[src/rtl/cordic_pkg.sv]
// rtl/cordic_pkg.sv - shared CORDIC angle-format constants and sweeper state type
package cordic_pkg;

    localparam int ANGLE_W        = 17;
    localparam int COUNT_W        = 16;
    localparam int FULL_CIRCLE    = 102944;
    localparam int HALF_CIRCLE    = 51472;
    localparam int QUARTER_CIRCLE = 25736;

    typedef enum logic [1:0] {
        IDLE = 2'd0,
        RUN  = 2'd1,
        DONE = 2'd2
    } sweep_state_t;

endpackage

[src/rtl/cordic_angle_wrap_add.sv]
// rtl/cordic_angle_wrap_add.sv - combinational (a + b) mod FULL_CIRCLE
module cordic_angle_wrap_add
    import cordic_pkg::*;
#(
    parameter int W       = ANGLE_W,
    parameter int MODULUS = FULL_CIRCLE
) (
    input  logic [W-1:0] a,
    input  logic [W-1:0] b,
    output logic [W-1:0] y
);

    localparam logic [W:0] MOD = (W+1)'(MODULUS);

    logic [W:0] sum;
    logic [W:0] diff;

    // A single conditional subtract suffices: operands are < 2^W < 2*MODULUS
    // for reduction (b = 0), and both < MODULUS for the increment.
    always_comb begin
        sum  = {1'b0, a} + {1'b0, b};
        diff = sum - MOD;
        y    = (sum >= MOD) ? diff[W-1:0] : sum[W-1:0];
    end

endmodule

[src/rtl/cordic_angle_sweeper.sv]
// rtl/cordic_angle_sweeper.sv - programmed phase-angle sweep source for CORDIC_TOP
module cordic_angle_sweeper #(
    parameter int ANGLE_W     = cordic_pkg::ANGLE_W,
    parameter int COUNT_W     = cordic_pkg::COUNT_W,
    parameter int FULL_CIRCLE = cordic_pkg::FULL_CIRCLE
) (
    input  logic               Clk,
    input  logic               Reset,
    input  logic               Start,
    input  logic               Abort,
    input  logic [ANGLE_W-1:0] Start_angle,
    input  logic [ANGLE_W-1:0] Step_angle,
    input  logic [COUNT_W-1:0] Num_samples,
    input  logic               Angle_ready,
    output logic [ANGLE_W-1:0] Angle_out,
    output logic               Angle_valid,
    output logic               Busy,
    output logic               Done
);

    cordic_pkg::sweep_state_t state_q;
    logic [ANGLE_W-1:0]       angle_q;
    logic [ANGLE_W-1:0]       step_q;
    logic [COUNT_W-1:0]       remaining_q;

    logic [ANGLE_W-1:0] start_red;
    logic [ANGLE_W-1:0] step_red;
    logic [ANGLE_W-1:0] angle_next;

    cordic_angle_wrap_add #(.W(ANGLE_W), .MODULUS(FULL_CIRCLE)) u_start_red (
        .a (Start_angle),
        .b ('0),
        .y (start_red)
    );

    cordic_angle_wrap_add #(.W(ANGLE_W), .MODULUS(FULL_CIRCLE)) u_step_red (
        .a (Step_angle),
        .b ('0),
        .y (step_red)
    );

    cordic_angle_wrap_add #(.W(ANGLE_W), .MODULUS(FULL_CIRCLE)) u_inc (
        .a (angle_q),
        .b (step_q),
        .y (angle_next)
    );

    always_ff @(posedge Clk or posedge Reset) begin
        if (Reset) begin
            state_q     <= cordic_pkg::IDLE;
            angle_q     <= '0;
            step_q      <= '0;
            remaining_q <= '0;
        end else begin
            case (state_q)
                cordic_pkg::IDLE: begin
                    if (Start && !Abort) begin
                        angle_q     <= start_red;
                        step_q      <= step_red;
                        remaining_q <= Num_samples;
                        state_q     <= (Num_samples == '0) ? cordic_pkg::DONE : cordic_pkg::RUN;
                    end
                end
                cordic_pkg::RUN: begin
                    if (Abort) begin
                        state_q <= cordic_pkg::IDLE;
                    end else if (Angle_ready) begin
                        angle_q     <= angle_next;
                        remaining_q <= remaining_q - 1'b1;
                        if (remaining_q == COUNT_W'(1)) begin
                            state_q <= cordic_pkg::DONE;
                        end
                    end
                end
                cordic_pkg::DONE: begin
                    state_q <= cordic_pkg::IDLE;
                end
                default: begin
                    state_q <= cordic_pkg::IDLE;
                end
            endcase
        end
    end

    // Outputs decode straight from flops, so no input reaches them combinationally.
    assign Angle_out   = angle_q;
    assign Angle_valid = (state_q == cordic_pkg::RUN);
    assign Busy        = (state_q != cordic_pkg::IDLE);
    assign Done        = (state_q == cordic_pkg::DONE);

endmodule
[config.mk]
export PLATFORM = sky130hd
export DESIGN_NAME = cordic_angle_sweeper
export DESIGN_NICKNAME = d
export VERILOG_FILES = /design/src/rtl/cordic_pkg.sv /design/src/rtl/cordic_angle_wrap_add.sv /design/src/rtl/cordic_angle_sweeper.sv
export SDC_FILE = /design/constraint.sdc
export NUM_CORES = 1
export LEC_CHECK = 0
export CORE_ASPECT_RATIO = 2
export CORE_MARGIN = 4
export CORE_UTILIZATION = 30
export DETAILED_ROUTE_END_ITERATION = 7
export PLACE_DENSITY = 0.45
export SLEW_MARGIN = 10
export SYNTH_ARGS = -nofsm -noshare
export SYNTH_HDL_FRONTEND = slang
export SYNTH_HIERARCHICAL = 1
export SYNTH_SLANG_ARGS = --single-unit
[constraint.sdc]
create_clock -name Clk -period 3.9 [get_ports Clk]
set_input_delay 0.78 -clock Clk [delete_from_list [all_inputs] [get_ports Clk]]
set_output_delay 0.78 -clock Clk [all_outputs]
set_load 0.02 [all_outputs]
==> impl_metrics.py, run 1 <==
metrics = {
    "global_route": {
        "wire_length_of_the_first_global_routing_pass_mm": 36.2,
        "grt_remaining_overflow": 0,
        "number_of_global_route_vias_before_repair": 7003,
        "grt_usage_pct": 17.8,
        "number_of_antenna_violations_at_the_first_check_in_global_routing": 0,
        "maximum_number_of_pins_on_one_net_before_global_route_repair": 40,
    },
    "placed_design": {
        "place.port_buffers": 74,
        "place.detailed.hpwl_mm": 18.4,
        "post_place_instance_area_mm2": 0.00808,
        "gp_congestion": 0.878,
    },
    "pwr": {
        "clockPowerShare_pct": 9.4,
        "comb_power_share_pct": 74.0,
        "power.share.switching_pct": 50.2,
        "total_leakage_power_nw": 3.51,
        "internal_power_contribution_mw": 2.87,
        "power.share.sequential_pct": 16.6,
        "ir_drop_v": 0.000336,
        "p_per_area_mw_per_mm2": 697,
        "switchingPower_mw": 2.89,
    },
    "floorplanning": {
        "start_util_pct": 30.6,
        "floorplan.die_area_mm2": 0.0253,
        "floorplan.rows": 77,
        "die_width_um": 115,
        "core-area_mm2": 0.0223,
        "die_h_um": 221,
        "pin_count": 75,
    },
    "cells_and_area": {
        "synthToLayoutAreaGrowth_pct": 21.2,
        "antennaDiodeCount": 0,
        "final_non_filler_cell_area_mm2": 0.00826,
        "mostFrequentLayoutCells": "sky130_fd_sc_hd__nand2_1 (132), sky130_fd_sc_hd__clkdlybuf4s50_1 (74), sky130_fd_sc_hd__nor2_1 (64), sky130_fd_sc_hd__ha_1 (56), sky130_fd_sc_hd__a21oi_1 (54)",
        "layout_commonest_cell": "sky130_fd_sc_hd__nand2_1",
        "drive_gt1_share_pct": 8.06,
        "fin_nets": 1105,
    },
    "route": {
        "route.vias.total": 6840,
        "final_antenna_net_count": 0,
        "wire_per_inst_um": 17.7,
        "viasPerCell": 5.39,
        "route.detailed.drc": 0,
        "drt_pre_antenna_iters": 4,
        "routed_wl_mm": 22.4,
        "drt_first_iter_violations": 308,
    },
    "cts": {
        "clock_tree_from_tritoncts": "done",
        "post_cts.repair.setup_buffers": 0,
        "root_cell_of_the_clock_tree": "sky130_fd_sc_hd__clkbuf_16",
        "clk_path_buf_depth": 2,
        "post_cts_hold_buffer_count": 0,
        "cts_num_sinks": 52,
        "cts.repair.resized": 0,
        "htree_levels": 2,
        "clk-insertion-delay-late_ns": 0.31,
        "cts_made_buffers": 5,
        "worst_setup_hold_path_clk_slew_ns": 0.07,
    },
    "synth": {
        "yosys_warnings": 6,
        "number_of_enable_flip_flop_cells_after_synthesis": 0,
        "synth.cell_area_mm2": 0.00682,
        "synth_top_flop_cell": "sky130_fd_sc_hd__dfrtp_1",
        "synth_seq_area_share_pct": 19.1,
        "async_flop_share_pct": 100,
        "avgSynthCellArea_um2": 7.64,
        "yosys.cell_types.count": 87,
        "netlist_instances": 892,
        "yosys_register_bits": 52,
    },
    "timing": {
        "timing.hold.ws_ns": 0.482,
        "relSlewSlack_pct": 17.6,
        "grt_setup_unrepaired": "no",
        "max_slew_violation_count": 0,
        "period_needed_ns": 3.65,
        "setup_total_negative_slack_ns": 0,
        "setup_violations": 0,
        "fmax_ghz": 0.274,
        "worstMarginPinSlew_ns": 1.22,
        "min_period_over_period_pct": 93.6,
        "clock_skew_ns": 0.00373,
        "final_hold_viol_count": 0,
    },
    "run": {
        "max_capacitance_violation_count": 0,
    },
    "worst_setup_path": {
        "crit_path_max_fanout": 8,
        "critical_path_arrival_ns": 3.89,
        "rrSetupSlack_ns": 0.25,
        "critPathCaptureType": "flop",
        "startpoint_type_of_the_worst_setup_path": "flop",
        "timing_worst_setup_path_type": "reg2reg",
        "cp.required_ns": 4.14,
    },
    "hold_path": {
        "hold_path.class": "reg2reg",
    },
    "run_status": {
        "status": "complete, no violations",
    },
}
==> final cells by class <==
| cell class | count | area, um2 |
|---|---|---|
| flip-flops and latches | 52 | 1300 |
| clock inverters | 2 | 38.8 |
| repair buffers | 103 | 958 |
| clock buffers | 6 | 139 |
| fillers | 2423 | 14000 |
| multi-input cells | 809 | 5400 |
| inverters | 20 | 75.1 |
| well taps | 276 | 345 |
==> stage by stage <==
step | power, mW | util [%] | setup slack [ns] | cells
2_1_floorplan | 3.99 | - | 0.608 | 927
3_3_place_gp | 5.22 | 36.3 | 0.235 | 1260
3_5_place_dp | 5.20 | 36.3 | 0.232 | 1260
4_1_cts | 5.77 | 37.1 | 0.263 | 1268
5_1_grt | 6.27 | 37.1 | 0.0592 | 1268
6_report | 5.76 | 37.1 | 0.248 | 1268
==> worst paths after layout <==
| check | startpoint | to | cells after the start |
|---|---|---|---|
| worst max register to register | Angle_out[4] | Angle_out[8] | 12 |
| worst min-delay path | step_q[10] | step_q[10] | 2 |
| min in group asynchronous | Reset | step_q[14] | 2 |
| worst min register to register | step_q[10] | step_q[10] | 2 |
| max in group asynchronous | Reset | Angle_out[2] | 3 |
| worst max-delay path | Angle_out[4] | Angle_out[8] | 12 |
==> logic make-up after synthesis <==
family / share of synthesized area [%]
buf+inv: 3.84
other cells: 0.0550
flops: 19.1
mux: 1.95
fa+ha+maj: 11.2
compound gates: 32.1
simple gates: 24.3
xor+xnor: 7.56
==> sequential cells by signal (all words and copies together) (netlist names) <==
register and cells:
state_q 2, Angle_out 17, remaining_q 16, step_q 17
==> cell usage after synthesis (18+ instances only) <==
cell	n	area share (%)
sky130_fd_sc_hd__nor2_1	64	3.5
sky130_fd_sc_hd__a21oi_1	54	4.0
sky130_fd_sc_hd__xnor2_1	39	5.0
sky130_fd_sc_hd__inv_1	19	1.0
sky130_fd_sc_hd__xor2_1	18	2.3
sky130_fd_sc_hd__nand3_1	23	1.7
sky130_fd_sc_hd__a31oi_1	28	2.6
sky130_fd_sc_hd__o21ai_1	24	1.8
sky130_fd_sc_hd__o211ai_1	21	2.3
sky130_fd_sc_hd__nand2_1	132	7.3
sky130_fd_sc_hd__clkbuf_1	34	1.9
sky130_fd_sc_hd__a21o_1	29	3.2
sky130_fd_sc_hd__ha_1	56	10
sky130_fd_sc_hd__o21ai_0	31	2.3
sky130_fd_sc_hd__dfrtp_1	52	19
==> critical path, cell delays in order (launching register included) <==
cell,delay [ns]
sky130_fd_sc_hd__dfrtp_1,0.43
sky130_fd_sc_hd__ha_1,0.40
sky130_fd_sc_hd__and2_1,0.21
sky130_fd_sc_hd__a311oi_1,0.49
sky130_fd_sc_hd__a21o_1,0.32
sky130_fd_sc_hd__o211ai_1,0.21
sky130_fd_sc_hd__a41o_1,0.32
sky130_fd_sc_hd__xor2_2,0.33
sky130_fd_sc_hd__o211ai_4,0.20
sky130_fd_sc_hd__a22oi_1,0.21
sky130_fd_sc_hd__xor2_1,0.21
sky130_fd_sc_hd__nand2_1,0.07
sky130_fd_sc_hd__a31oi_1,0.16
==> power groups by stage <==
stage	combinational (mW)	clock [mW]	sequential (mW)
floorplan	3.02	0	0.966
global placement	4.25	0	0.974
detailed placement	4.22	0	0.976
CTS	4.24	0.563	0.965
global route	4.71	0.583	0.978
finish	4.26	0.541	0.954
==> layer usage <==
layer	GRT usage, %	vias up	wire length (um)
met5	0	-	0
li1	-	3490	-
met3	1.15	29	399
met2	37.1	104	13400
met1	17.1	3217	7920
met4	6.79	0	713
Note: power is estimated with default switching activity, not from simulation.
==> inputs of run 2 (changes only) <==
- REMOVE_ABC_BUFFERS: unset -> 1
==> run 2 against run 1 <==
Effect of this change: critical endpoint is now Angle_out[15]; utilization grew 0.051 points; largest cell class unchanged; largest power group unchanged; worst hold slack better by 0.0030 ns; highest routed layer unchanged; count of clock-buffer cells in the layout is 1 lower; die area unchanged.
==> impl_metrics.py, run 2 (synthesis gave the netlist of run 1 again) <==
metrics = {
    "cells_and_area": {
        "fin_nets": 1110,
        "synthToLayoutAreaGrowth_pct": 21.3,
        "layoutNonFillerInstCount": 1273,
        "antennaDiodeCount": 0,
        "drive_gt1_share_pct": 8.53,
        "layout_commonest_cell": "sky130_fd_sc_hd__nand2_1",
        "mostFrequentLayoutCells": "sky130_fd_sc_hd__nand2_1 (132), sky130_fd_sc_hd__clkdlybuf4s50_1 (74), sky130_fd_sc_hd__nor2_1 (64), sky130_fd_sc_hd__ha_1 (56), sky130_fd_sc_hd__a21oi_1 (54)",
    },
    "global_route": {
        "gr-usage-met1_pct": 16.1,
        "number_of_global_route_vias_before_repair": 7114,
        "number_of_antenna_violations_at_the_first_check_in_global_routing": 0,
        "grt_usage_pct": 17.7,
        "wire_length_of_the_first_global_routing_pass_mm": 36.0,
        "gr-max-usage-layer": "met2",
        "gr-usage-met2_pct": 37.8,
        "maximum_number_of_pins_on_one_net_before_global_route_repair": 40,
        "use_met3_pct": 1.42,
        "grt_remaining_overflow": 0,
    },
    "run_status": {
        "status": "complete, no violations",
    },
    "floorplanning": {
        "pin_count": 75,
        "start_util_pct": 30.6,
        "floorplan.rows": 77,
        "core-area_mm2": 0.0223,
        "die_h_um": 221,
        "die_width_um": 115,
        "floorplan.die_area_mm2": 0.0253,
    },
    "placed_design": {
        "gp_congestion": 0.827,
        "place.port_buffers": 74,
        "dp_cells": 1265,
        "place.detailed.hpwl_mm": 18.6,
    },
    "cts": {
        "cts.repair.resized": 0,
        "root_cell_of_the_clock_tree": "sky130_fd_sc_hd__clkbuf_16",
        "post_cts.repair.setup_buffers": 0,
        "htree_levels": 2,
        "cts_num_sinks": 52,
        "post_cts_hold_buffer_count": 0,
        "cts_made_buffers": 5,
        "worst_setup_hold_path_clk_slew_ns": 0.08,
        "clock_tree_from_tritoncts": "done",
        "clk_path_buf_depth": 2,
        "clk-insertion-delay-late_ns": 0.31,
    },
    "route": {
        "routed_wl_mm": 22.3,
        "drt_first_iter_violations": 235,
        "viasPerCell": 5.45,
        "route.detailed.drc": 0,
        "route.vias.total": 6932,
        "drt_pre_antenna_iters": 4,
        "wire_per_inst_um": 17.5,
        "final_antenna_net_count": 0,
    },
    "pwr": {
        "internal_power_contribution_mw": 2.80,
        "power.share.sequential_pct": 16.5,
        "switchingPower_mw": 2.92,
        "total_leakage_power_nw": 3.52,
        "ir_drop_v": 0.000263,
        "clockPowerShare_pct": 8.5,
        "p_per_area_mw_per_mm2": 692,
        "total_power_mw": 5.72,
        "comb_power_share_pct": 74.9,
        "power.share.switching_pct": 51.0,
    },
    "run": {
        "max_capacitance_violation_count": 0,
    },
    "worst_setup_path": {
        "critPathCaptureType": "flop",
        "crit_path_top_delay_cell": "sky130_fd_sc_hd__dfrtp_1",
        "crit_path_max_incr_delay_ns": 0.40,
        "critical_path_arrival_ns": 3.71,
        "path_cells": "ha_1 -> fa_1 -> a21oi_1 -> buf_4 -> o21ai_0 -> a21oi_1 -> xor2_1 -> ha_1 -> nand2_1 -> nor2_1 -> o22ai_1 -> or2_2 -> a22o_1 -> nand2_1 -> a31oi_1",
        "timing_worst_setup_path_type": "reg2reg",
        "startpoint_type_of_the_worst_setup_path": "flop",
        "crit_path_max_fanout": 4,
        "cp.required_ns": 4.07,
    },
    "timing": {
        "clock_skew_ns": 0.00720,
        "final_hold_viol_count": 0,
        "worstMarginPinSlew_ns": 1.10,
        "fmax_ghz": 0.282,
        "setup_total_negative_slack_ns": 0,
        "max_slew_violation_count": 0,
        "setup_violations": 0,
        "grt_setup_unrepaired": "no",
        "period_needed_ns": 3.55,
        "relSlewSlack_pct": 25.7,
        "min_period_over_period_pct": 90.9,
    },
    "hold_path": {
        "hold_path.class": "reg2reg",
    },
}
run 2: changes by cell type in the layout (fill, tap and decap cells not counted), sizes merged:
cell | previous run | this run
inv | 20 | 22
bufinv | 1 | 0
clkbuf | 6 | 5
buf | 29 | 34
run 2: worst max-delay path: cells and delay by family (launching register included):
| family | cells | cell delay (ns) |
|---|---|---|
| AOI/OAI and AO/OA | 6 | 1.12 |
| xor gates and xnor gates | 1 | 0.25 |
| adders and majority gates | 3 | 0.84 |
| buffers and inverters | 1 | 0.16 |
| DFF | 1 | 0.40 |
| and+or+nand+nor | 4 | 0.65 |
run 2: routing by layer:
layer / part of all wire (%) / routed length, um
met1: 34 / 7520
met5: 0 / 0
met2: 60 / 13400
met3: 2.5 / 558
met4: 3.4 / 761
run 2: cell type report:
| cell class | count | area [um2] |
|---|---|---|
| repair buffers | 108 | 996 |
| well taps | 276 | 345 |
| fillers | 2394 | 14000 |
| clock inverters | 3 | 26.3 |
| clock buffers | 5 | 125 |
| flip-flops and latches | 52 | 1300 |
| inverters | 20 | 75.1 |
| multi-input cells | 809 | 5400 |
run 2: power groups by stage:
stage,Clock [mW],Sequential [mW],Combinational [mW]
after floorplan,0,0.966,3.00
after global placement,0,0.964,4.25
after detailed placement,0,0.965,4.24
after CTS,0.510,0.954,4.27
after global routing,0.522,0.974,4.76
final,0.488,0.946,4.29
run 2: final timing paths:
kind,start,to,slack [ns],depth (start not counted)
min in group asynchronous,Reset,Angle_out[1],0.75,2
setup reg to reg,Angle_out[0],Angle_out[15],0.35,15
hold / removal,step_q[15],step_q[15],0.49,2
hold reg to reg,step_q[15],step_q[15],0.49,2
setup / recovery,Angle_out[0],Angle_out[15],0.35,15
max in group asynchronous,Reset,step_q[14],2.50,3
run 2: per-stage QoR:
step	hold slack [ns]	utilization (%)	worst slack, ns	area (um2)
2_1_floorplan	0.450	-	0.521	6760
3_3_place_gp	0.465	36.5	0.162	8120
3_5_place_dp	0.471	36.5	0.160	8120
4_1_cts	0.491	37.2	0.371	8270
5_1_grt	0.523	37.2	0.0241	8270
6_report	0.485	37.2	0.354	8270
==> inputs of run 3 (changes only) <==
- DONT_BUFFER_PORTS: unset -> 1
- PLACE_DENSITY: 0.45 -> 0.41
==> run 3 against run 2 <==
Effect of this change: die area is the same; largest power group unchanged; largest cell class unchanged; total power shrank 1.2%; worst hold slack lost 0.0079 ns; count of clock-buffer cells in the layout grew 2; combinational power shrank 4%; worst setup slack lost 0.062 ns; sequential power grew 5.1%; register-to-register slack lost 0.06 ns; sequential share of layout area grew 1.5 points; highest routed layer unchanged.
==> impl_metrics.py, run 3 (synthesis gave the netlist of run 1 again) <==
metrics = {
    "worst_setup_path": {
        "timing_worst_setup_path_type": "reg2reg",
        "startpoint_type_of_the_worst_setup_path": "flop",
        "cp_buf_inv_count": 1,
        "critical_path_arrival_ns": 3.75,
        "path_cells": "ha_1 -> fa_1 -> a21oi_1 -> o22a_1 -> buf_4 -> a21oi_1 -> or3_1 -> a32oi_2 -> o22ai_2 -> or2_2 -> nand2_1 -> mux2_2 -> nand2_1 -> a31oi_1",
        "cp.required_ns": 4.04,
        "critPathCaptureType": "flop",
        "crit_path_top_delay_cell": "sky130_fd_sc_hd__fa_1",
        "crit-reg2reg-launch": "Angle_out[0]",
        "crit_path_max_fanout": 3,
        "crit_path_max_incr_delay_ns": 0.40,
        "path_delay_family": "compound AO/OA/AOI/OAI gates",
        "critical_path.startpoint": "Angle_out[0]",
    },
    "timing": {
        "period_needed_ns": 3.61,
        "grt_setup_unrepaired": "no",
        "max_slew_violation_count": 0,
        "fmax_ghz": 0.277,
        "setup_violations": 0,
        "worstMarginPinSlew_ns": 1.20,
        "clock_skew_ns": 0.00836,
        "min_period_over_period_pct": 92.5,
        "timing.hold.ws_ns": 0.477,
        "relSlewSlack_pct": 19.4,
        "final_hold_viol_count": 0,
        "setup_total_negative_slack_ns": 0,
    },
    "global_route": {
        "use_met3_pct": 1.78,
        "grt_remaining_overflow": 0,
        "grt_usage_pct": 17.9,
        "gr-usage-met1_pct": 16.8,
        "maximum_number_of_pins_on_one_net_before_global_route_repair": 41,
        "gr-usage-met2_pct": 37.6,
        "number_of_global_route_vias_before_repair": 6860,
        "wire_length_of_the_first_global_routing_pass_mm": 36.1,
        "gr-max-usage-layer": "met2",
        "number_of_antenna_violations_at_the_first_check_in_global_routing": 0,
    },
    "floorplanning": {
        "start_util_pct": 30.6,
        "pin_count": 75,
        "core-area_mm2": 0.0223,
        "floorplan.die_area_mm2": 0.0253,
        "floorplan.rows": 77,
        "die_width_um": 115,
        "die_h_um": 221,
    },
    "route": {
        "drt_pre_antenna_iters": 4,
        "drt_first_iter_violations": 235,
        "final_antenna_net_count": 0,
        "viasPerCell": 5.53,
        "wire_per_inst_um": 19.0,
        "routed_wl_mm": 22.7,
        "route.detailed.drc": 0,
        "route.vias.total": 6629,
    },
    "placed_design": {
        "gp_congestion": 0.822,
        "place.detailed.hpwl_mm": 18.6,
        "place.port_buffers": 0,
    },
    "cts": {
        "root_cell_of_the_clock_tree": "sky130_fd_sc_hd__clkbuf_16",
        "post_cts.repair.setup_buffers": 0,
        "worst_setup_hold_path_clk_slew_ns": 0.07,
        "cts_num_sinks": 52,
        "cts.repair.resized": 0,
        "clk-insertion-delay-late_ns": 0.31,
        "clock_tree_from_tritoncts": "done",
        "htree_levels": 2,
        "cts_made_buffers": 5,
        "post_cts_hold_buffer_count": 0,
        "clk_path_buf_depth": 2,
    },
    "cells_and_area": {
        "synthToLayoutAreaGrowth_pct": 10.8,
        "layout_commonest_cell": "sky130_fd_sc_hd__nand2_1",
        "n_fill_cell": 2455,
        "drive_gt1_share_pct": 9.11,
        "fin_nets": 1035,
        "antennaDiodeCount": 0,
        "layout.core_utilization_pct": 33.9,
        "mostFrequentLayoutCells": "sky130_fd_sc_hd__nand2_1 (132), sky130_fd_sc_hd__nor2_1 (64), sky130_fd_sc_hd__ha_1 (56), sky130_fd_sc_hd__a21oi_1 (54), sky130_fd_sc_hd__dfrtp_1 (52)",
    },
    "pwr": {
        "total_leakage_power_nw": 3.24,
        "ir_drop_v": 0.000305,
        "total_power_mw": 5.65,
        "p_per_area_mw_per_mm2": 748,
    },
    "hold_path": {
        "hold_path.class": "reg2reg",
        "launch_point_of_the_worst_hold_path": "step_q[16]",
    },
    "run": {
        "max_capacitance_violation_count": 0,
    },
    "run_status": {
        "status": "complete, no violations",
    },
}
[run 3: worst reg2reg max path: cells and delay by family, from the launching register on]
family	cells	cell delay, ns
AOI/OAI and AO/OA	6	1.13
adders and majority gates	2	0.63
muxes	1	0.32
and+or+nand+nor	4	0.80
DFF	1	0.38
buffers and inverters	1	0.19
[run 3: path summary, 6_finish.rpt]
| path | slack [ns] | endpoint | cells past startpoint |
|---|---|---|---|
| max in group asynchronous | 2.60 | Angle_out[7] | 2 |
| worst min register to register | 0.48 | step_q[16] | 2 |
| worst max-delay path | 0.29 | Angle_out[16] | 14 |
| worst max register to register | 0.29 | Angle_out[16] | 14 |
| min in group asynchronous | 0.52 | remaining_q[3] | 1 |
| worst min-delay path | 0.48 | step_q[16] | 2 |
[run 3: where the power goes]
part / switching, mW / internal [mW]
sequential: 0.269 / 0.725
clock: 0.215 / 0.339
combinational: 2.38 / 1.72
[run 3: through the flow]
step	instance area [um2]	setup slack, ns	std cells
floorplan	6760	0.521	881
CTS	7550	0.295	1198
finish	7550	0.292	1198
detailed placement	7370	0.312	1190
global route	7550	0.146	1198
global placement	7370	0.356	1190
[run 3: layer usage]
metal,wire (um),vias to the layer above
li1,-,3340
met1,7840,3142
met2,13600,117
met3,655,30
met4,606,0
met5,0,-
[run 3: cell type report]
cell class	instances	area (um2)	area share, %
Clock buffer	7	153	2.02
Clock inverter	1	30.0	0.397
Inverter	20	75.1	0.994
Multi-Input combinational cell	809	5400	71.5
Sequential cell	52	1300	17.2
Tap cell	276	345	4.57
Timing Repair Buffer	33	248	3.28
